### src/rtl/sd_cmd_arbiter.sv
// Round-robin arbiter sharing one SPI-mode SD command engine between requesters.
// Grants, launches the command, waits for R1 with timeout, and supports locked multi-command sequences.
module sd_cmd_arbiter #(
    parameter int unsigned NREQ    = 3,
    parameter int unsigned TIMEOUT = 4096,
    parameter int unsigned TW      = 12
) (
    input  logic               clk,
    input  logic               rst,
    input  logic [NREQ-1:0]    req,
    input  logic [NREQ-1:0]    lock,
    input  logic [6*NREQ-1:0]  cmd_in,
    input  logic [32*NREQ-1:0] arg_in,
    input  logic [7*NREQ-1:0]  crc_in,
    output logic [NREQ-1:0]    gnt,
    output logic [NREQ-1:0]    ack,
    output logic [7:0]         resp,
    output logic               timeout,
    output logic               eng_start,
    output logic [5:0]         eng_cmd,
    output logic [31:0]        eng_arg,
    output logic [6:0]         eng_crc,
    input  logic               eng_busy,
    input  logic               eng_done,
    input  logic [7:0]         eng_resp
);

    localparam int unsigned PW = (NREQ > 1) ? $clog2(NREQ) : 1;

    typedef enum logic [2:0] {IDLE, ISSUE, WAIT, DONE, HOLD} state_t;

    state_t         state;
    logic [PW-1:0]  ptr;
    logic [PW-1:0]  cur;
    logic [TW-1:0]  cnt;
    logic [PW-1:0]  win;
    logic           win_vld;
    logic [PW-1:0]  cur_next;
    int unsigned    scan_idx;

    // Round-robin scan starting at ptr, wrapping at NREQ
    always_comb begin
        win      = '0;
        win_vld  = 1'b0;
        scan_idx = 0;
        for (int unsigned k = 0; k < NREQ; k++) begin
            scan_idx = (32'(ptr) + k) % NREQ;
            if (!win_vld && req[scan_idx]) begin
                win_vld = 1'b1;
                win     = PW'(scan_idx);
            end
        end
    end

    assign cur_next  = (cur == PW'(NREQ - 1)) ? '0 : cur + 1'b1;
    assign eng_start = (state == ISSUE) && !eng_busy;

    always_ff @(posedge clk) begin
        if (rst) begin
            state   <= IDLE;
            ptr     <= '0;
            cur     <= '0;
            cnt     <= '0;
            gnt     <= '0;
            ack     <= '0;
            resp    <= 8'hFF;
            timeout <= 1'b0;
            eng_cmd <= '0;
            eng_arg <= '0;
            eng_crc <= '0;
        end else begin
            ack     <= '0;
            timeout <= 1'b0;
            case (state)
                IDLE: begin
                    if (win_vld) begin
                        cur     <= win;
                        gnt     <= NREQ'(1) << win;
                        eng_cmd <= cmd_in[32'(win)*6 +: 6];
                        eng_arg <= arg_in[32'(win)*32 +: 32];
                        eng_crc <= crc_in[32'(win)*7 +: 7];
                        state   <= ISSUE;
                    end
                end
                ISSUE: begin
                    if (eng_start) begin
                        cnt   <= '0;
                        state <= WAIT;
                    end
                end
                WAIT: begin
                    cnt <= cnt + 1'b1;
                    // Abort lands ack exactly TIMEOUT cycles after the launch cycle
                    if (eng_done) begin
                        resp  <= eng_resp;
                        ack   <= gnt;
                        state <= DONE;
                    end else if (cnt == TW'(TIMEOUT - 2)) begin
                        resp    <= 8'hFF;
                        timeout <= 1'b1;
                        ack     <= gnt;
                        state   <= DONE;
                    end
                end
                DONE: begin
                    if (lock[cur]) begin
                        state <= HOLD;
                    end else begin
                        gnt   <= '0;
                        ptr   <= cur_next;
                        state <= IDLE;
                    end
                end
                HOLD: begin
                    if (req[cur]) begin
                        eng_cmd <= cmd_in[32'(cur)*6 +: 6];
                        eng_arg <= arg_in[32'(cur)*32 +: 32];
                        eng_crc <= crc_in[32'(cur)*7 +: 7];
                        state   <= ISSUE;
                    end else if (!lock[cur]) begin
                        gnt   <= '0;
                        ptr   <= cur_next;
                        state <= IDLE;
                    end
                end
                default: state <= IDLE;
            endcase
        end
    end

endmodule

### config.mk
export PLATFORM = sky130hd
export DESIGN_NAME = sd_cmd_arbiter
export DESIGN_NICKNAME = d
export VERILOG_FILES = /design/src/rtl/sd_cmd_arbiter.sv
export SDC_FILE = /design/constraint.sdc
export NUM_CORES = 1
export LEC_CHECK = 0
export ABC_AREA = 1
export CELL_PAD_IN_SITES_DETAIL_PLACEMENT = 1
export CELL_PAD_IN_SITES_GLOBAL_PLACEMENT = 1
export CORE_UTILIZATION = 33
export DETAILED_ROUTE_END_ITERATION = 12
export PLACE_DENSITY_LB_ADDON = 0.1
export SETUP_SLACK_MARGIN = 0.15
export SLEW_MARGIN = 20
export SYNTH_ARGS = -nofsm -noshare
export SYNTH_HDL_FRONTEND = slang
export SYNTH_SLANG_ARGS = --single-unit
### constraint.sdc
create_clock -name clk -period 3.8 [get_ports clk]
set_input_delay 0.38 -clock clk [delete_from_list [all_inputs] [get_ports clk]]
set_output_delay 0.38 -clock clk [all_outputs]
set_load 0.05 [all_outputs]
# --- Yosys cells after proc, flatten, opt, wreduce, memory -nomap -nowiden ---
# Cells that the tools add are included.
op_classes:
  addsub: 4
  multipliers: 4
  div_mod_pow: 3
  order_cmp: 4
  n_eq_ne: 12
  n_shift: 7
  mux: 48
  bitwise_logic: 1
  reduce_logical: 21
op_table:
  columns: ["op", "count"]
  rows:
  - ["indexed part select 96 x 8 -> 32 bit", 2]
  - ["less-than comparator 32 x 3 -> 1 bit, second input constant", 3]
  - ["modulo 32 x 2 -> 32 bit, second input constant", 2]
  - ["2-to-1 mux 32 bit", 2]
  - ["case mux 32 bit (2 select lines)", 1]
  - ["indexed part select 21 x 6 -> 7 bit", 2]
  - ["2-to-1 mux 3 bit", 12]
  - ["indexed part select 18 x 6 -> 6 bit", 2]
  - ["modulo 2 x 2 -> 32 bit, second input constant", 1]
  - ["case mux 12 bit (2 select lines)", 1]
  - ["2-to-1 mux 8 bit", 2]
  - ["case mux 3 bit (5 select lines)", 1]
  - ["2-to-1 mux 7 bit", 2]
  - ["case mux 7 bit (2 select lines)", 1]
  - ["adder 12 x 1 -> 12 bit, second input constant", 1]
  - ["equality test 12 bit, second input constant", 1]
  - ["2-to-1 mux 12 bit", 1]
  - ["2-to-1 mux 2 bit", 6]
  - ["2-to-1 mux 6 bit", 2]
  - ["case mux 6 bit (2 select lines)", 1]
  - ["binary-select mux 1 bit (select 2 bit)", 5]
  - ["multiplier 2 x 3 -> 5 bit, second input constant", 2]
  - ["2-to-1 mux 1 bit", 9]
  - ["case mux 3 bit (3 select lines)", 1]
  - ["other kinds (24)", 41]
word_totals:
  regBits: 79

# --- Logic depth before layout (Yosys ltp) ---
# Gate-level depths: netlist (run 1).
logic_depth:
  depth_word: 14
  depth_mapped: 17
  mapped_depth_nobuf: 15

# --- Worst setup path after synthesis (run 1) ---
# No wires, ideal clock.
synth_path:
  kind: "flip-flop to flip-flop"
  from: "register ptr[0]"
  to: "register eng_arg[26]"
  arrival_ps: 1921
  required_ps: 3678
  setup_slack_ps: 1757
  stages_incl_launch_ff: 17
  path_buffers: 2
  period_less_slack_ps: 2043
  cell_sequence: "dfxtp_1 inv_1 ha_1 buf_2 inv_2 nand3_1 nand2_2 nand3_2 inv_1 nand2_1 nand2_4 nand2_8 nand2_8 buf_6 nand2_1 nand3_2 a21oi_2"
synth_via:
  elab_chain_cells: 13
  elab_cells_between_ends: 26
  cone_classes: "2 x add/sub; 3 x div; 1 x eq/ne; 1 x shift; 14 x mux; 5 x reduce/logical"
synth_rtl:
  columns: ["item", "line_no", "text"]
  rows:
  - ["start, declared", "33", "logic [PW-1:0] ptr;"]
  - ["start signal, assigned", "110", "ptr <= cur_next;"]
  - ["start signal, assigned", "122", "ptr <= cur_next;"]
  - ["parallel branches: the longest is 13 deep, another holds modulo 32 x 2 -> 32 bit", null, null]
  - ["end signal, assigned", "80", "eng_arg <= arg_in[32'(win)*32 +: 32];"]
  - ["end signal, assigned", "117", "eng_arg <= arg_in[32'(cur)*32 +: 32];"]
  - ["end, declared", "21", "output logic [31:0] eng_arg,"]
# Several ways; the timed one is not identified. The select of a mux whose other input is x is not followed.
# A chain may end at the register's enable or synchronous reset.

# --- Final worst setup path (run 1) ---
layout_path:
  from: "register ptr[0]"
  to: "register eng_arg[23]"
# Same word-level chain as after synthesis.

==> results of run 1 <==
==> stage by stage <==
stage / utilization (%) / setup WS (ns) / cells / cell area, µm²
finish: 49.5 / 1.03 / 1203 / 7950
global route: 49.5 / 0.785 / 1203 / 7950
CTS: 49.5 / 0.987 / 1201 / 7950
detailed placement: 47.6 / 0.954 / 1185 / 7640
global placement: 47.6 / 0.994 / 1185 / 7640
floorplan: - / 1.76 / 795 / 5490
==> worst register-to-register path, delay by kind of cell, from the launching register on <==
family	cells	cell delay (ns)
and+or+nand+nor	6	1.05
buffers and inverters	3	0.66
adders and majority gates	1	0.42
DFF	1	0.36
AOI/OAI and AO/OA	2	0.17
==> state kept, by name, summed over array words and instances, names as in the netlist, 3 cells and up <==
register and flops:
eng_cmd 6, state 3, eng_crc 7, resp 8, cnt 12, gnt 3, eng_arg 32, ack 3
==> synth_stat cells, types with 2 or more instances <==
cell type / n
inv_1: 118
nor2_1: 113
nand3_1: 110
dfxtp_1: 79
nand2_1: 78
o21ai_0: 57
nand3_2: 45
a21oi_2: 40
nand2_2: 32
clkbuf_1: 20
a21oi_1: 18
buf_6: 9
o22ai_1: 8
ha_1: 6
nor3_1: 6
a211oi_1: 5
buf_2: 5
buf_4: 5
nand4_1: 5
inv_2: 4
nand2_4: 4
buf_12: 3
clkbuf_4: 3
nor3b_1: 3
a221oi_1: 2
a31oi_1: 2
nand2_8: 2
==> how the worst max path moves through the flow <==
stage                          endpoint  slack (ns)
2_1_floorplan  eng_arg[26]$_SDFFE_PP0P_        1.76
3_5_place_dp    eng_crc[3]$_SDFFE_PP0P_        0.95
5_1_grt         eng_crc[3]$_SDFFE_PP0P_        0.78
3_3_place_gp    eng_arg[8]$_SDFFE_PP0P_        0.99
4_1_cts         eng_crc[3]$_SDFFE_PP0P_        0.99
6_report       eng_arg[23]$_SDFFE_PP0P_        1.03
==> power breakdown <==
group          internal [mW]  switching [mW]
clock                  0.531           0.380
sequential             0.968          0.0824
combinational          0.645            1.24
total                   2.14            1.70
==> final cells by class <==
type                       instances  area, µm²
timing repair buffer             220       2200
tap                              216        270
clock buffer                      10        239
clock inverter                     6       68.8
sequential                        79       1580
inverter                         123        467
antenna                            2       5.00
fill                            2009       8100
multi-input combinational        547       3130
==> cells by family after synthesis <==
logic type	after synthesis
DFF	79
xor gates and xnor gates	1
buffers and inverters	169
adders and majority gates	6
AOI/OAI and AO/OA	139
and+or+nand+nor	401
==> metal layers <==
metal  GRT usage, %  wire (µm)  vias up
li1               -          -     2944
met1           26.9       8240     2724
met2           40.8       9760      117
met3           6.07        987       18
met4           8.25        304        0
met5              0          0        -
==> run metrics, run 1 <==
status complete, no violations; Worst R2R End eng_arg[23]$_SDFFE_PP0P_; quantity of I/O buffers inserted on ports 213; num ports 214; post-synthesis mux area share 0%; largest area contributor in the netlist dfxtp_1; Max-cap violations 0; synthesized flop and latch total 79; drt pass-1 iters 4; CP Launch Type flop; die height 131 µm; clk_lat worst skew 0.34 ns; Main synth FF type dfxtp_1; cell area after synthesis 5490 µm²; Max FO, Critical Path 46; most frequent cells in the layout 213 x clkdlybuf4s50_1, 118 x inv_1, 113 x nor2_1; worst path buffer plus inverter count 3; worst-case reg-to-reg path depth 12; DRT Wirelength 19,300 µm; reg2reg start ptr[0]$_SDFFE_PP0P_; CP Launch Point ptr[0]$_SDFFE_PP0P_; first-pass GRT wire length 30,200 µm; post-synth top area share 28.8%; Total Power 3.84 mW; Clock Tree Buf Depth 2; Post-CTS Setup Bufs 0; Hold/Removal Path Class reg -> reg; Setup Skew 0.00578 ns; synth top area cells dfxtp_1 29%, nand3_1 10%, nand3_2 8.2%; Max transition margin 55.3%; register area share after synthesis 28.8%; Rows 46; root buf cell clkbuf_16; CTS tree yes; Routed WL per cell 16.0 µm; Synth Area in Compound Gates 16.6%; Area Overhead vs Synth 44.8%; Tmin final 2.77 ns; simple-gate share of the synthesized area 38.6%; RSZ-0062 raised after global routing no; vias 5,803; commonest non-fill, non-tap cell in the layout clkdlybuf4s50_1; CP required 4.03 ns; CP max stage delay 0.43 ns; DRC viols 0; Core ar. 16,100 µm²; antenna violations before repair 3; critical path arrival 3.00 ns; Mean Syn Cell Area 6.91 µm²; largest net degree at the start of global routing 47; Inserted Clock Buffers 9; fin. max-slew vios 0; layout cells sized above 1 16.0%; Mapped Nets 954; Synth cell types 40; Worst Path Class, Setup reg -> reg; Cell Chain, Critical Path inv_1, ha_1, inv_2, nand2_1, nand3_1, nand2_1, nand2_1, o21ai_4, nand2_4, clkinv_4, nor2_1, a21oi_2; Crit-path slowest cell clkinv_4; Synth Area in XOR/XNOR 0.159%; number of synthesized flops with an enable pin 0; min-delay src cnt[10]$_SDFFE_PP0P_; CTS sink count 79; Worst-Margin Slew 0.669 ns; GP Congestion 0.764; Critical Path Stages 12; nature of the critical path endpoint flop; vias per std cell 4.82; final setup vio count 0; Synth Warn # 0; post-route setup TNS 0 ns; post-synthesis adder-cell area fraction 1.37%; count of hold-fix buffers inserted at cts 0; Initial Utilization 34.2%; starting DRC count in detailed routing 242; worst hold stages 2; Hold Slack 0.474 ns; Hold EP cnt[10]$_SDFFE_PP0P_; grt ovf 0; most frequent cell on the critical path nand2_1; Die ar. 17,200 µm²; leakage 3.41 nW; Total GRT Usage 23.2%; R2R Setup Slk 1.03 ns; ys async rst share 0%; post-cts resize count 0; Clock H-tree levels 3; pwr dens 483 nW/µm²; Hold Vio Cnt, Final 0; Layout Nets 1,139; post-route ant nets 0; fmax 361 MHz; delay-heaviest family, CP simple AND/OR/NAND/NOR gates; die width 131 µm; clk slew on worst S/H paths 0.07 ns; vias in the first global route 5,934; post-synthesis cell count 795; worst ir drop on vdd 0.246 mV; largest family of logic cells by synthesized area simple AND/OR/NAND/NOR gates; final worst-path cycle share 72.9%; placed wire-length estimate 14,100 µm
Note: power is estimated with default switching activity, not from simulation.
==> inputs of run 2 (changes only) <==
CORE_UTILIZATION = 28   (was 33)
clock period = 2.38 ns   (was 3.8 ns; I/O delays follow)
==> run metrics, run 2 (synthesized netlist as in run 1, its figures left out) <==
num ports 214 (unchanged); setup ws final 0.283 ns (-0.748 ns); CP required 2.62 ns (-1.41 ns); antenna violations before repair 0 (-3); Setup Skew 0.00920 ns (+0.00342 ns); die height 142 µm (+8.4%); placed wire-length estimate 14,700 µm (+4.5%); RSZ-0062 raised after global routing yes; number of flip-flops in the largest register 32 (unchanged); DRT Wirelength 20,800 µm (+7.9%); quantity of I/O buffers inserted on ports 213 (unchanged); Inserted Clock Buffers 9 (unchanged); largest net degree at the start of global routing 53 (+13%); DP Worst Slack -0.121 ns (-1.08 ns); clk_lat worst skew 0.35 ns (about the same); grt ovf 0 (unchanged); R2R Setup Slk 0.28 ns (-0.75 ns); worst ir drop on vdd 0.344 mV (+40%); min-delay src cnt[9]$_SDFFE_PP0P_; Top reg by flops eng_arg; fmax 477 MHz (+32%); reg2reg start ptr[0]$_SDFFE_PP0P_; CTS tree yes; DRC viols 0 (unchanged); Clock H-tree levels 3 (unchanged); starting DRC count in detailed routing 158 (-35%); root buf cell clkbuf_16; fin. max-slew vios 0 (unchanged); final worst-path cycle share 88.1% (+15 points); die width 142 µm (+8.4%); worst-case reg-to-reg path depth 12 (unchanged); vias in the first global route 5,819 (-1.9%); final setup vio count 0 (unchanged); post-route ant nets 0 (unchanged); fill count 2,360 (+17%); Rows 50 (+8.7%); vias per std cell 4.66 (-3.3%); Die ar. 20,200 µm² (+18%); Worst R2R End eng_arg[28]$_SDFFE_PP0P_; Clock Tree Buf Depth 2 (unchanged); dpl cells 1,240 (+4.6%); Max-cap violations 0 (unchanged); drt pass-1 iters 4 (unchanged); Worst-Margin Slew 0.568 ns (-0.101 ns); Total GRT Usage 20.3% (-2.8 points); status complete, no violations; CP Launch Point ptr[0]$_SDFFE_PP0P_; Max FO, Critical Path 45 (-2.2%); Hold Vio Cnt, Final 0 (unchanged); most frequent cells in the layout 212 x clkdlybuf4s50_1, 116 x inv_1, 113 x nor2_1; post-route setup TNS 0 ns (unchanged); Initial Utilization 29.0% (-5.2 points); layout cells sized above 1 18.5% (+2.4 points); Max transition margin 62.0% (+6.7 points); Area Overhead vs Synth 52.1%; CP Launch Type flop; biggest regs eng_arg: 32 flops, cnt: 12 flops, resp: 8 flops; CTS sink count 79 (unchanged); Core ar. 19,000 µm² (+18%); Routed WL per cell 16.4 µm (+2.5%); first-pass GRT wire length 31,700 µm (+4.9%); critical path arrival 2.33 ns (-0.67 ns); Worst Path Class, Setup reg -> reg; count of hold-fix buffers inserted at cts 0 (unchanged); diodes inserted 0 (-2); non-filler cells, final 1,266 (+5.2%); clk slew on worst S/H paths 0.07 ns (about the same); final core occ 44.1% (-5.4 points); Layout Nets 1,160 (+1.8%); Tmin final 2.10 ns (-0.672 ns); GP Congestion 0.799 (+4.5%); commonest non-fill, non-tap cell in the layout clkdlybuf4s50_1; Hold/Removal Path Class reg -> reg; leakage 3.56 nW (+4.4%); worst hold stages 1 (-1); nature of the critical path endpoint flop; pwr dens 760 nW/µm² (+57%); vias 5,905 (+1.8%); Critical Path End eng_arg[28]$_SDFFE_PP0P_
## run 2: cell types whose count changed in the layout (fill, tap and decap cells not counted), sizes merged
cell           before  now
bufinv              1    0
clkinvlp            1    2
clkdlybuf4s50     213  212
diode               2    0
nand2             116  117
buf                 7   26
clkbuf             10   12
inv               123  124
clkinv              4    3
## run 2: report_power, final
part | internal, mW | switching [mW] | leakage, nW
combinational | 1.23 | 2.05 | 2.77
sequential | 1.55 | 0.132 | 0.651
clock | 0.753 | 0.646 | 0.138
total | 3.52 | 2.83 | 3.56
## run 2: layer usage
metal  track usage (%)  vias up  part of all wire (%)
met4              6.06        0                   1.5
met1              25.6     2761                    45
met5                 0        -                     0
li1                  -     2994                     -
met2              34.6      132                    49
met3              4.34       18                   4.6
## run 2: final cells by class
| class | count | area (µm²) | share of cell area [%] |
|---|---|---|---|
| clock inverter | 6 | 52.6 | 0.629 |
| timing repair buffer | 240 | 2510 | 30.0 |
| inverter | 123 | 467 | 5.58 |
| clock buffer | 10 | 239 | 2.86 |
| tap | 260 | 325 | 3.89 |
| multi-input combinational | 548 | 3180 | 38.0 |
| sequential | 79 | 1580 | 19.0 |
## run 2: timing repair
| item | 4_1_cts | 5_1_grt |
|---|---|---|
| pin swaps | 4 | 6 |
| setup buffers | 3 | 3 |
| setup endpoints to repair | 45 | 45 |
| gates cloned | 2 | 2 |
| endpoints found under the hold margin | 0 | 0 |
| resized for setup | 8 | 6 |
## run 2: critical path: stages, from the launching register on
cell     delay, ns
dfxtp_2       0.33
inv_1         0.08
ha_4          0.19
inv_1         0.14
nand2_1       0.07
nand3_1       0.10
nand2_2       0.10
buf_4         0.15
o21ai_4       0.22
nand2_4       0.10
buf_12        0.19
o21ai_0       0.25
a21oi_2       0.05
## run 2: per-stage QoR
step | cell area [µm²] | total power [mW] | hold WS, ns
2_1_floorplan | 5490 | 3.81 | 0.316
3_3_place_gp | 7880 | 4.86 | 0.450
3_5_place_dp | 7880 | 4.87 | 0.458
4_1_cts | 8280 | 6.38 | 0.472
5_1_grt | 8360 | 6.72 | 0.488
6_report | 8360 | 6.35 | 0.467
## run 2: worst min path at each step
stage                          endpoint  slack (ns)
global placement    cnt[9]$_SDFFE_PP0P_        0.45
finish              cnt[9]$_SDFFE_PP0P_        0.47
detailed placement  cnt[9]$_SDFFE_PP0P_        0.46
global route        cnt[9]$_SDFFE_PP0P_        0.49
CTS                 cnt[9]$_SDFFE_PP0P_        0.47
floorplan            timeout$_SDFF_PP0_        0.32
==> inputs of run 3 (changes only) <==
TNS_END_PERCENT = 20   (was default)
==> run metrics, run 3 (synthesized netlist as in run 1, its figures left out) <==
most frequent cells in the layout 212 x clkdlybuf4s50_1, 116 x inv_1, 113 x nor2_1; CP required 2.62 ns (about the same); Worst-Margin Slew 0.568 ns (-0.000147 ns); die height 142 µm (unchanged); Hold Slack 0.467 ns (-0.0000720 ns); biggest regs eng_arg: 32 flops, cnt: 12 flops, resp: 8 flops; setup ws final 0.276 ns (-0.00672 ns); vias in the first global route 5,819 (unchanged); Clock Tree Buf Depth 2 (unchanged); DP Worst Slack -0.121 ns (unchanged); fill count 2,361 (+0.042%); layout cells sized above 1 18.4% (-0.081 points); R2R Setup Slk 0.28 ns (about the same); Setup Skew 0.00955 ns (+0.000353 ns); min-delay src cnt[9]$_SDFFE_PP0P_; clk slew on worst S/H paths 0.07 ns (about the same); nature of the critical path endpoint flop; Clock H-tree levels 3 (unchanged); GP Congestion 0.799 (unchanged); Max transition margin 62.0% (about the same); count of hold-fix buffers inserted at cts 0 (unchanged); largest net degree at the start of global routing 53 (unchanged); number of flip-flops in the largest register 32 (unchanged); worst ir drop on vdd 0.344 mV (about the same); reg2reg start ptr[0]$_SDFFE_PP0P_; Worst Path Class, Setup reg -> reg; Layout Nets 1,159 (-0.086%); diodes inserted 0 (unchanged); CTS sink count 79 (unchanged); commonest non-fill, non-tap cell in the layout clkdlybuf4s50_1; first-pass GRT wire length 31,700 µm (unchanged); Top reg by flops eng_arg; vias 5,912 (+0.12%); Max FO, Critical Path 45 (unchanged); root buf cell clkbuf_16; Core ar. 19,000 µm² (unchanged); placed wire-length estimate 14,700 µm (unchanged); antenna violations before repair 0 (unchanged); leakage 3.55 nW (-0.38%); RSZ-0062 raised after global routing yes; fmax 475 MHz (-0.32%); pwr dens 759 nW/µm² (-0.12%); final worst-path cycle share 88.4% (+0.28 points); Hold EP cnt[9]$_SDFFE_PP0P_; Max-cap violations 0 (unchanged); worst hold stages 1 (unchanged); quantity of I/O buffers inserted on ports 213 (unchanged); grt ovf 0 (unchanged); Initial Utilization 29.0% (unchanged); vias per std cell 4.67 (+0.20%); Worst R2R End eng_arg[28]$_SDFFE_PP0P_; clk_lat worst skew 0.35 ns (about the same); Tmin final 2.10 ns (+0.00672 ns); Routed WL per cell 16.2 µm (-1.4%); CTS tree yes; Hold Vio Cnt, Final 0 (unchanged); Area Overhead vs Synth 51.6%; post-route ant nets 0 (unchanged); Total GRT Usage 20.3% (unchanged); num ports 214 (unchanged); die width 142 µm (unchanged); DRC viols 0 (unchanged); status complete, no violations; Rows 50 (unchanged); Inserted Clock Buffers 9 (unchanged); final setup vio count 0 (unchanged); drt pass-1 iters 4 (unchanged); Die ar. 20,200 µm² (unchanged); DRT Wirelength 20,500 µm (-1.5%); starting DRC count in detailed routing 195 (+23%); worst-case reg-to-reg path depth 12 (unchanged); critical path arrival 2.34 ns (about the same); Hold/Removal Path Class reg -> reg; fin. max-slew vios 0 (unchanged); CP Launch Type flop
[run 3: cell types whose count changed in the layout (fill, tap and decap cells not counted)]
cell,delta
clkbuf_16,-1
buf_6,-1
buf_4,+1
[run 3: worst max path at each step]
| stage | start | to | slack [ns] | cells past startpoint |
|---|---|---|---|---|
| 6_report | ptr[0]$_SDFFE_PP0P_ | eng_arg[28]$_SDFFE_PP0P_ | 0.28 | 12 |
| 5_1_grt | ptr[1]$_SDFFE_PP0P_ | eng_arg[11]$_SDFFE_PP0P_ | 0.09 | 13 |
| 4_1_cts | ptr[1]$_SDFFE_PP0P_ | eng_arg[12]$_SDFFE_PP0P_ | 0.15 | 10 |
| 3_5_place_dp | ptr[0]$_SDFFE_PP0P_ | eng_cmd[1]$_SDFFE_PP0P_ | -0.12 | 15 |
| 3_3_place_gp | ptr[0]$_SDFFE_PP0P_ | eng_cmd[1]$_SDFFE_PP0P_ | -0.03 | 15 |
| 2_1_floorplan | ptr[0]$_SDFFE_PP0P_ | eng_arg[26]$_SDFFE_PP0P_ | 0.34 | 16 |
[run 3: worst max-delay path, stage by stage (launching register included)]
cell,delay (ns)
dfxtp_2,0.33
inv_1,0.08
ha_4,0.19
inv_1,0.14
nand2_1,0.07
nand3_1,0.10
nand2_2,0.10
buf_4,0.15
o21ai_4,0.22
nand2_4,0.10
buf_12,0.19
o21ai_0,0.26
a21oi_2,0.05
[run 3: timing repair]
action                                  4_1_cts  5_1_grt
gates cloned                                  2        1
endpoints found under the setup margin       45       45
gates resized for setup                       8        5
pin swaps                                     4        5
buffers inserted                              3        3
[run 3: per-stage QoR]
stage | instances | power (mW) | utilization (%) | setup TNS [ns] | area (µm²)
after floorplan | 795 | 3.81 | - | 0 | 5490
after global placement | 1240 | 4.86 | 41.6 | -0.296 | 7880
after detailed placement | 1240 | 4.87 | 41.6 | -3.64 | 7880
after CTS | 1261 | 6.38 | 43.7 | 0 | 8280
after global routing | 1265 | 6.70 | 43.9 | 0 | 8330
final | 1265 | 6.32 | 43.9 | 0 | 8330
[run 3: final cells by class]
class	count	area (µm²)	area share (%)
well taps	260	325	3.91
clock inverters	6	52.6	0.631
inverters	123	467	5.60
flip-flops and latches	79	1580	19.0
clock buffers	10	239	2.87
repair buffers	239	2480	29.8
multi-input cells	548	3180	38.2
[run 3: per-layer routing]
metal	track usage, %	wire, µm	up-vias
met5	0	0	-
met4	6.06	333	0
met3	4.34	894	20
met2	34.6	9970	118
met1	25.6	9320	2782
li1	-	-	2992
[run 3: power breakdown]
part	total [mW]	leakage [nW]	switching (mW)	internal [mW]
Sequential	1.68	0.651	0.131	1.55
Clock	1.40	0.138	0.650	0.753
Combinational	3.24	2.76	2.04	1.21
